<file path="config.mk">
export PLATFORM = sky130hd
export DESIGN_NAME = e203_extend_csr_bank_flat
export DESIGN_NICKNAME = d
export VERILOG_FILES = /design/src/rtl/e203_extend_csr_bank_pkg.sv /design/src/rtl/e203_extend_csr_bank_if.sv /design/src/rtl/e203_extend_csr_bank_hs.sv /design/src/rtl/e203_extend_csr_bank.sv /design/src/flat_wrapper.sv
export SDC_FILE = /design/constraint.sdc
export NUM_CORES = 1
export LEC_CHECK = 0
export ABC_AREA = 1
export CAP_MARGIN = 40
export CORE_MARGIN = 2
export CORE_UTILIZATION = 45
export DETAILED_ROUTE_END_ITERATION = 10
export PLACE_DENSITY = 0.71
export SLEW_MARGIN = 25
export SYNTH_ARGS = -nofsm -noshare
export SYNTH_HDL_FRONTEND = slang
export SYNTH_SLANG_ARGS = --single-unit
</file>
<file path="constraint.sdc">
create_clock -name clk -period 9 [get_ports clk]
set_clock_uncertainty 0.15 [all_clocks]
set_input_delay 2.7 -clock clk [delete_from_list [all_inputs] [get_ports clk]]
set_output_delay 2.7 -clock clk [all_outputs]
set_load 0.01 [all_outputs]
</file>
<file path="src/rtl/e203_extend_csr_bank_pkg.sv">
// Shared definitions for the NICE extended-CSR bank: default base address,
// register offsets relative to the base, and handshake FSM state encoding.
package e203_extend_csr_bank_pkg;

   localparam logic [11:0] E203_NICE_CSR_BASE = 12'hBC0;
   localparam int unsigned CSR_DATA_W         = 32;

   typedef enum logic [1:0] {
      HS_IDLE,
      HS_WAIT,
      HS_RESP
   } hs_state_e;

   // STATUS sits directly after the last control register
   function automatic logic [11:0] status_off(input int unsigned csr_num);
      return 12'(csr_num);
   endfunction

   // CYCLE sits directly after STATUS
   function automatic logic [11:0] cycle_off(input int unsigned csr_num);
      return 12'(csr_num + 1);
   endfunction

endpackage

</file>
<file path="src/rtl/e203_extend_csr_bank_if.sv">
// nice_csr access bus: valid/ready handshake with address, direction and data.
interface e203_extend_csr_bank_if;

   logic        nice_csr_valid;
   logic        nice_csr_ready;
   logic [31:0] nice_csr_addr;
   logic        nice_csr_wr;
   logic [31:0] nice_csr_wdata;
   logic [31:0] nice_csr_rdata;

   modport master (
      output nice_csr_valid,
      output nice_csr_addr,
      output nice_csr_wr,
      output nice_csr_wdata,
      input  nice_csr_ready,
      input  nice_csr_rdata
   );

   modport slave (
      input  nice_csr_valid,
      input  nice_csr_addr,
      input  nice_csr_wr,
      input  nice_csr_wdata,
      output nice_csr_ready,
      output nice_csr_rdata
   );

endinterface

</file>
<file path="src/rtl/e203_extend_csr_bank_hs.sv">
// Wait-state handshake for the nice_csr bus: produces ready and a one-cycle
// commit strobe (valid & ready) after WAIT cycles of held valid.
module e203_extend_csr_hs
   import e203_extend_csr_bank_pkg::*;
#(
   parameter int unsigned WAIT = 0
) (
   input  logic clk,
   input  logic rst_n,
   input  logic valid,
   output logic ready,
   output logic commit
);

   if (WAIT == 0) begin : g_nowait

      assign ready  = valid;
      assign commit = valid;

   end else begin : g_wait

      hs_state_e  state, state_nxt;
      logic [1:0] cnt, cnt_nxt;

      // state and wait counter registers
      always_ff @(posedge clk or negedge rst_n) begin
         if (!rst_n) begin
            state <= HS_IDLE;
            cnt   <= '0;
         end else begin
            state <= state_nxt;
            cnt   <= cnt_nxt;
         end
      end

      // next-state and ready decode; RESP is entered on the edge where the
      // counter would reach zero so that ready lands exactly WAIT cycles
      // after valid first rises
      always_comb begin
         state_nxt = state;
         cnt_nxt   = cnt;
         ready     = 1'b0;
         case (state)
            HS_IDLE: begin
               if (valid) begin
                  if (WAIT == 1) begin
                     state_nxt = HS_RESP;
                  end else begin
                     state_nxt = HS_WAIT;
                     cnt_nxt   = 2'(WAIT - 1);
                  end
               end
            end
            HS_WAIT: begin
               if (!valid) begin
                  state_nxt = HS_IDLE;
                  cnt_nxt   = '0;
               end else if (cnt <= 2'd1) begin
                  state_nxt = HS_RESP;
                  cnt_nxt   = '0;
               end else begin
                  cnt_nxt = cnt - 2'd1;
               end
            end
            HS_RESP: begin
               ready     = 1'b1;
               state_nxt = HS_IDLE;
            end
            default: state_nxt = HS_IDLE;
         endcase
      end

      assign commit = ready & valid;

   end

endmodule

</file>
<file path="src/rtl/e203_extend_csr_bank.sv">
// NICE extended-CSR bank: CSR_NUM RW control registers, sticky W1C event
// STATUS and a writable free-running CYCLE counter behind the nice_csr bus.
module e203_extend_csr_bank
   import e203_extend_csr_bank_pkg::*;
#(
   parameter int unsigned CSR_NUM  = 4,
   parameter logic [11:0] CSR_BASE = E203_NICE_CSR_BASE,
   parameter int unsigned EVT_W    = 8,
   parameter int unsigned WAIT     = 0
) (
   input  logic                      clk,
   input  logic                      rst_n,
   e203_extend_csr_bank_if.slave     csr,
   input  logic [EVT_W-1:0]          evt_i,
   output logic [32*CSR_NUM-1:0]     ctrl_o,
   output logic                      evt_pend_o
);

   localparam logic [11:0] STATUS_OFF = status_off(CSR_NUM);
   localparam logic [11:0] CYCLE_OFF  = cycle_off(CSR_NUM);

   logic                  commit;
   logic                  wr_en;
   logic                  hit;
   logic [11:0]           off;
   logic [CSR_NUM-1:0]    sel_ctrl;
   logic                  sel_status;
   logic                  sel_cycle;
   logic [CSR_DATA_W-1:0] ctrl_q [CSR_NUM];
   logic [EVT_W-1:0]      status_q;
   logic [EVT_W-1:0]      status_clr;
   logic [CSR_DATA_W-1:0] cycle_q;
   logic [CSR_DATA_W-1:0] rd;

   e203_extend_csr_hs #(
      .WAIT (WAIT)
   ) u_hs (
      .clk    (clk),
      .rst_n  (rst_n),
      .valid  (csr.nice_csr_valid),
      .ready  (csr.nice_csr_ready),
      .commit (commit)
   );

   assign wr_en = commit & csr.nice_csr_wr;
   assign hit   = (csr.nice_csr_addr[31:12] == '0);
   assign off   = csr.nice_csr_addr[11:0] - CSR_BASE;

   // address decode relative to the bank base
   always_comb begin
      sel_ctrl = '0;
      for (int unsigned i = 0; i < CSR_NUM; i++) begin
         if (hit && (off == 12'(i))) sel_ctrl[i] = 1'b1;
      end
      sel_status = hit && (off == STATUS_OFF);
      sel_cycle  = hit && (off == CYCLE_OFF);
   end

   for (genvar g = 0; g < CSR_NUM; g++) begin : g_ctrl
      // control register g, written on a committed write
      always_ff @(posedge clk or negedge rst_n) begin
         if (!rst_n) begin
            ctrl_q[g] <= '0;
         end else if (wr_en && sel_ctrl[g]) begin
            ctrl_q[g] <= csr.nice_csr_wdata;
         end
      end
      assign ctrl_o[32*g +: 32] = ctrl_q[g];
   end

   assign status_clr = (wr_en && sel_status) ? csr.nice_csr_wdata[EVT_W-1:0] : '0;

   // sticky event flags; a new event in the clearing cycle takes priority
   always_ff @(posedge clk or negedge rst_n) begin
      if (!rst_n) begin
         status_q <= '0;
      end else begin
         status_q <= (status_q & ~status_clr) | evt_i;
      end
   end

   // free-running cycle counter; a write replaces that cycle's increment
   always_ff @(posedge clk or negedge rst_n) begin
      if (!rst_n) begin
         cycle_q <= '0;
      end else if (wr_en && sel_cycle) begin
         cycle_q <= csr.nice_csr_wdata;
      end else begin
         cycle_q <= cycle_q + 32'd1;
      end
   end

   // read mux from current register state, zero outside a completing transfer
   always_comb begin
      rd = '0;
      if (commit) begin
         for (int unsigned i = 0; i < CSR_NUM; i++) begin
            if (sel_ctrl[i]) rd = ctrl_q[i];
         end
         if (sel_status) rd[EVT_W-1:0] = status_q;
         if (sel_cycle)  rd = cycle_q;
      end
   end

   assign csr.nice_csr_rdata = rd;
   assign evt_pend_o         = |status_q;

endmodule

</file>
<file path="src/flat_wrapper.sv">
// flat-port wrapper written by rule: the top's interface ports become plain ports
module e203_extend_csr_bank_flat import e203_extend_csr_bank_pkg::*;
#(
   parameter int unsigned CSR_NUM  = 4,
   parameter logic [11:0] CSR_BASE = E203_NICE_CSR_BASE,
   parameter int unsigned EVT_W    = 8,
   parameter int unsigned WAIT     = 0
)
  (clk, rst_n, evt_i, ctrl_o, evt_pend_o, csr_nice_csr_valid, csr_nice_csr_addr, csr_nice_csr_wr, csr_nice_csr_wdata, csr_nice_csr_ready, csr_nice_csr_rdata);
  e203_extend_csr_bank_if csr_i ();
  input  logic clk;
  input  logic rst_n;
  input  logic [EVT_W-1:0] evt_i;
  output logic [32*CSR_NUM-1:0] ctrl_o;
  output logic evt_pend_o;
  input wire logic [$bits(csr_i.nice_csr_valid)-1:0] csr_nice_csr_valid;
  input wire logic [$bits(csr_i.nice_csr_addr)-1:0] csr_nice_csr_addr;
  input wire logic [$bits(csr_i.nice_csr_wr)-1:0] csr_nice_csr_wr;
  input wire logic [$bits(csr_i.nice_csr_wdata)-1:0] csr_nice_csr_wdata;
  output wire logic [$bits(csr_i.nice_csr_ready)-1:0] csr_nice_csr_ready;
  output wire logic [$bits(csr_i.nice_csr_rdata)-1:0] csr_nice_csr_rdata;
  assign csr_i.nice_csr_valid = csr_nice_csr_valid;
  assign csr_i.nice_csr_addr = csr_nice_csr_addr;
  assign csr_i.nice_csr_wr = csr_nice_csr_wr;
  assign csr_i.nice_csr_wdata = csr_nice_csr_wdata;
  assign csr_nice_csr_ready = csr_i.nice_csr_ready;
  assign csr_nice_csr_rdata = csr_i.nice_csr_rdata;
  e203_extend_csr_bank #(.CSR_NUM(CSR_NUM), .CSR_BASE(CSR_BASE), .EVT_W(EVT_W), .WAIT(WAIT)) u_core (.clk(clk), .rst_n(rst_n), .csr(csr_i), .evt_i(evt_i), .ctrl_o(ctrl_o), .evt_pend_o(evt_pend_o));
endmodule
</file>
; Word level (Yosys, flattened, before mapping)
; Cells that the tools add are included.
[totals]
output_inout_bits = 162
regBits = 168
wordCells = 45
in_bits = 76
[classes]
n_addsub = 2
n_eq_ne = 5
bitwise = 4
reduce_logical = 15
mux = 13
[ops]
columns = operator, count
row1 = $mux 32, 7
row2 = $add 32x1->32 const B, 1
row3 = $eq 12x2->1 const B, 2
row4 = $eq 12x3->1 const B, 2
row5 = $logic_not 20->1, 1
row6 = $mux 8, 2
row7 = $eq 12x1->1 const B, 1
row8 = $logic_and 1x1->1, 12
row9 = $logic_not 12->1, 1
row10 = $sub 12x12->12 const B, 1
row11 = $and 8x8->8, 1
row12 = $not 8->8, 1
row13 = $or 8x8->8, 1
row14 = $reduce_or 8->1, 1
row15 = $mux 1, 4
row16 = $and 1x1->1, 1

; Depth between registers and ports, before layout
; Gate-level depths: netlist of the first run.
[logic_depth]
word_depth = 11
mapped_depth = 14

; Modules after synthesis
; Synthesis of the first run repeated with hierarchy kept, for this count alone.
[unflattened]
cells_unflattened = 1125
hier_area_um2 = 8828.5
[modules_own_cells]
columns = mod, instances, cells_per_inst, area_each_um2
row1 = e203_extend_csr_bank, 1, 1123, 8813.5
row2 = e203_extend_csr_hs, 1, 2, 15.0

; Worst setup path before layout of the first run
; Ideal clock, no wire load.
[synth_timing]
path_kind = input-to-output
start = in csr_nice_csr_addr[25]
end = out csr_nice_csr_rdata[10]
stages = 12
path_slack_ps = 2003
required_time_ps = 6150
arrival_time_ps = 4147
path_buffers = 1
cell_sequence = nor2_1 > nand2_1 > nor2_1 > nand2_1 > nor3_4 > nand2_1 > nor2_2 > buf_2 > nand2_1 > nand3_1 > nand2_1 > a21oi_1
[synth_between]
elab_chain_len = 9
elab_cells_between_ends = 16
classes_between = mux: 10 / reduce/logical: 6
[synth_rtl]
columns = element, line_no
row1 = from (decl), flat_wrapper.sv:17  ; input wire logic [$bits(csr_i.nice_csr_addr)-1:0] csr_nice_csr_addr;
row2 = $logic_not 20->1 *, e203_extend_csr_bank.sv:46  ; assign hit = (csr.nice_csr_addr[31:12] == '0);
row3 = $logic_and 1x1->1, e203_extend_csr_bank.sv:53  ; if (hit && (off == 12'(i))) sel_ctrl[i] = 1'b1;
row4 = $mux 1, e203_extend_csr_bank.sv:53
row5 = $mux 32 (4 in a row), e203_extend_csr_bank.sv:98  ; if (sel_ctrl[i]) rd = ctrl_q[i];
row6 = $mux 32 *, e203_extend_csr_bank.sv:101  ; if (sel_cycle) rd = cycle_q;
row7 = $mux 32 *, e203_extend_csr_bank.sv:96  ; if (commit) begin
row8 = to (decl), flat_wrapper.sv:21  ; output wire logic [$bits(csr_i.nice_csr_rdata)-1:0] csr_nice_csr_rdata;
; Every way passes the cells marked *; elsewhere a longest branch is shown, timed or not.

; Worst setup path after layout of the first run
[layout_timing]
start = in csr_nice_csr_addr[0]
end = out csr_nice_csr_rdata[29]
[layout_between]
elab_chain_len = 10
elab_cells_between_ends = 21
classes_between = add/sub: 1 / eq/ne: 4 / mux: 10 / reduce/logical: 6
[layout_rtl]
columns = element, line_no
row1 = $sub 12x12->12 *, e203_extend_csr_bank.sv:47  ; assign off = csr.nice_csr_addr[11:0] - CSR_BASE;
row2 = $logic_not 12->1, e203_extend_csr_bank.sv:53
row3 = $logic_and 1x1->1, e203_extend_csr_bank.sv:53
row4 = $mux 1, e203_extend_csr_bank.sv:53
row5 = $mux 32 (4 in a row), e203_extend_csr_bank.sv:98
row6 = $mux 32 *, e203_extend_csr_bank.sv:101
row7 = $mux 32 *, e203_extend_csr_bank.sv:96
; Marks and branches as above.

==> results.md, run 1 <==
* Status: finished clean
* Combinational share of power at 0.051
* Relative slew slack at 0.515
* Cell row count at 50
* Final hold violation count at 0
* Slew of the pin with the lowest slew margin at 725 ps
* GRT Residual Overflow at 0
* Placed cell area at ~11,000 um2
* Cts-stage hold buffer count at 0
* Synth top area cells: dfrtp_1, nand2_1, o21ai_0
* Routed Antenna Nets at 0
* Worst path slowest cell: clkdlybuf4s50_1
* GPL Wtd Cong at around 0.98
* Total inserted antenna cells at 0
* Worst path bufs/invs at 3
* LEAKAGE at 5.44 nW
* Routed length per instance at 16.4 um
* Die X at 143 um
* Final Net Count at 1,475
* Required @ worst endpoint at approximately 6200 ps
* Crit Path Max Fanout at 11
* Post-DP HPWL at 20,000 um
* CP Launch Type: input pin
* Yosys top cell by area: dfrtp_1
* Synthesized instance count at 1,176
* Netlist cell types at 33
* Syn_area_per_cell at 7.42 um2
* Critical path data arrival time at roughly 5700 ps
* Ys async rst share at 1.00
* Post-Syn Nets at approximately 1,300
* Unrepaired setup endpoints after global routing: false
* PnR worst setup slack at 444 ps
* Peak Freq at 117 MHz
* Global route hottest layer: met2
* Met2 global-route usage at 0.437
* Pwr dens at 134 nW/um2
* Core area at ~19,000 um2
* Period utilization at 0.951
* FF+latch area at 4200 um2
* Initial antenna violation count at 0
* Largest net degree at the start of global routing at ~90
* Area Overhead vs Synth at 37.7%
* VDD IR max at 132 uV
* Most common cell on crit path: nand2_1
* TritonCTS Sinks at 168
* TritonRoute pass-1 iters at 5
* GRT met3 Usage at 0.0506
* Cells along the critical path: clkdlybuf4s50_1 -> inv_2 -> nand2_1 -> nor3_1 -> nor3b_1 -> nand2_1 -> nand3_1 -> nand2_1 -> nand2_1 -> nand2_1 -> nor2_1 -> clkdlybuf4s50_1
* Io pins at 238
* Vias in the first global route at about 8,100
* Final setup violation count at 0
* Cts bufs inserted at 17
* Met1 Resource Use GR at 0.373
* Sw power at ~0.37 mW
* Part of the power in registers at 0.470
* Sw Ratio at 0.230
* Clk buf depth at 2
* Post-synth top area share at 0.482
* Non-Filler Instances at between 1,500 and 2,000
* Post-layout instance area at around 12,000 um2
* Share of cells above drive strength 1 at 0.0574
* Clk slew on worst S/H paths at ~60 ps
* Die area at slightly above 20,000 um2
* Hold Crit Class: reg2reg
* Port Buffer Count at about 240
* CTS tree: yes
* Tmin final at roughly 8600 ps
* Die height at around 140 um
* Worst R2R Setup Slack at 6490 ps
* Mapped cell area at 8720 um2
* Drt drc at 0
* DP Worst Slack at 500 ps
* Cells after DPL at approximately 1,600
* Slew Limit Fails at 0
* Number of max-cap violations at 0
* Post-synthesis sequential area ratio at 0.482
* Starting DRT DRC Count at 611
* #FFs+latches synth at ~170
* Critical path origin: csr_nice_csr_addr[0]
* Area of the multi-input gates at between 3000 and 4000 um2
* Power Internal at 1.24 mW
* Post-CTS setup buffers at 0
* Root Driver: clkbuf_16
* Post-synth EDFFs at 0
* Yosys Warn Count at 0
* Via density per instance at a little over 5
* Final setup TNS at 0 ps
* H-tree depth at 4
* Clock power frac at 0.479
* Cell family with most CP delay: simple AND/OR/NAND/NOR gates
* Fillers at 1,645
* Post_cts resized at 0
* Synth Flop Type: dfrtp_1
* Initial core utilization at 0.463
* Critical R2R Launch: u_core.cycle_q[0]
* Largest stage delay, worst path at 620 ps
* Total GRT Usage at 0.271
* Hold path start: u_core.ctrl_o[47]
* Via count at 8,563
* Type of destination of the critical path: output port
* Final WL at 27,400 um
* Global-route wire length before repair at 42,800 um
* Setup CP Type: in2out
* Clk_lat worst skew at around 430 ps
-- cells in the mapped netlist (15+ instances only) --
cell type / number
a21oi_1: 29
clkbuf_1: 38
nor2_1: 93
inv_1: 102
nand3_1: 57
o21ai_1: 48
xor2_1: 15
nand2_1: 374
o21ai_0: 154
dfrtp_1: 168
-- per-stage QoR --
step,hold WS (ps),util,power (mW)
floorplan,333,-,0.789
global placement,341,0.602,0.849
detailed placement,347,0.604,0.851
CTS,364,0.636,1.62
global route,383,0.638,1.66
finish,361,0.638,1.61
-- state kept, by name, summed over array words and instances, names as in the netlist --
signal           flops
u_core.cycle_q      32
u_core.ctrl_o      128
u_core.status_q      8
-- path summary, 6_finish.rpt --
path | to | depth (start not counted)
min reg2reg | u_core.ctrl_o[47] | 2
min | u_core.ctrl_o[47] | 2
max reg2reg | u_core.cycle_q[24] | 11
max | csr_nice_csr_rdata[29] | 12
max in group asynchronous | u_core.ctrl_o[58] | 3
min in group asynchronous | u_core.ctrl_o[72] | 1
-- metal layers --
layer,up-vias,share of wire
met5,-,0
met1,3954,0.44
li1,4235,-
met4,0,0.016
met3,35,0.075
met2,339,0.47
-- area by class of cell --
cell class                 instances  share of cell area
sequential                       168               0.350
multi-input combinational        847               0.325
timing repair buffer             257               0.213
clock buffer                      18              0.0357
inverter                         107              0.0334
tap                              260              0.0271
clock inverter                    14              0.0155
-- cells in the final DEF (no fill, tap or decap), drive strengths merged --
master / synthesis / routed
a21oi: 29 / 29
a31oi: 3 / 3
and2: 2 / 2
buf: 16 / 21
bufinv: 0 / 3
clkbuf: 38 / 18
clkdlybuf4s50: 0 / 236
clkinv: 0 / 4
dfrtp: 168 / 168
ha: 1 / 1
inv: 107 / 114
nand2: 376 / 376
nand3: 58 / 58
nand3b: 2 / 2
nand4: 13 / 13
nor2: 100 / 100
nor3: 15 / 15
nor3b: 2 / 2
nor4: 4 / 4
nor4b: 1 / 1
o2111ai: 2 / 2
o211ai: 3 / 3
o21ai: 202 / 202
o21bai: 3 / 3
or2: 5 / 5
xnor2: 11 / 11
xor2: 15 / 15
-- logic make-up after synthesis --
| logic type | synth area share |
|---|---|
| buffers and inverters | 0.0725 |
| flip-flops | 0.482 |
| adder cells (fa/ha/maj) | 0.00143 |
| AND/OR/NAND/NOR | 0.276 |
| XOR/XNOR | 0.0261 |
| AO/OA/AOI/OAI | 0.142 |
-- power by group through the flow --
stage | clock, mW | combinational [mW] | sequential, mW
floorplan | 0 | 0.0196 | 0.769
global placement | 0 | 0.0800 | 0.769
detailed placement | 0 | 0.0818 | 0.769
CTS | 0.782 | 0.0823 | 0.755
global route | 0.814 | 0.0916 | 0.754
finish | 0.770 | 0.0826 | 0.755
-- worst min-delay path, delay by kind of cell, from the launching register on --
kind | cells | cell delay [ps]
simple gates | 1 | 50
compound gates | 1 | 60
flops | 1 | 360
(Power assumes the default switching activity.)
==> inputs of run 2 (changes only) <==
Settings changed: CTS_CLUSTER_SIZE set to 25, SETUP_SLACK_MARGIN set to 0.05.
==> results of run 2 <==
No change in the layout: final DEF, timing and power equal those of run 1.
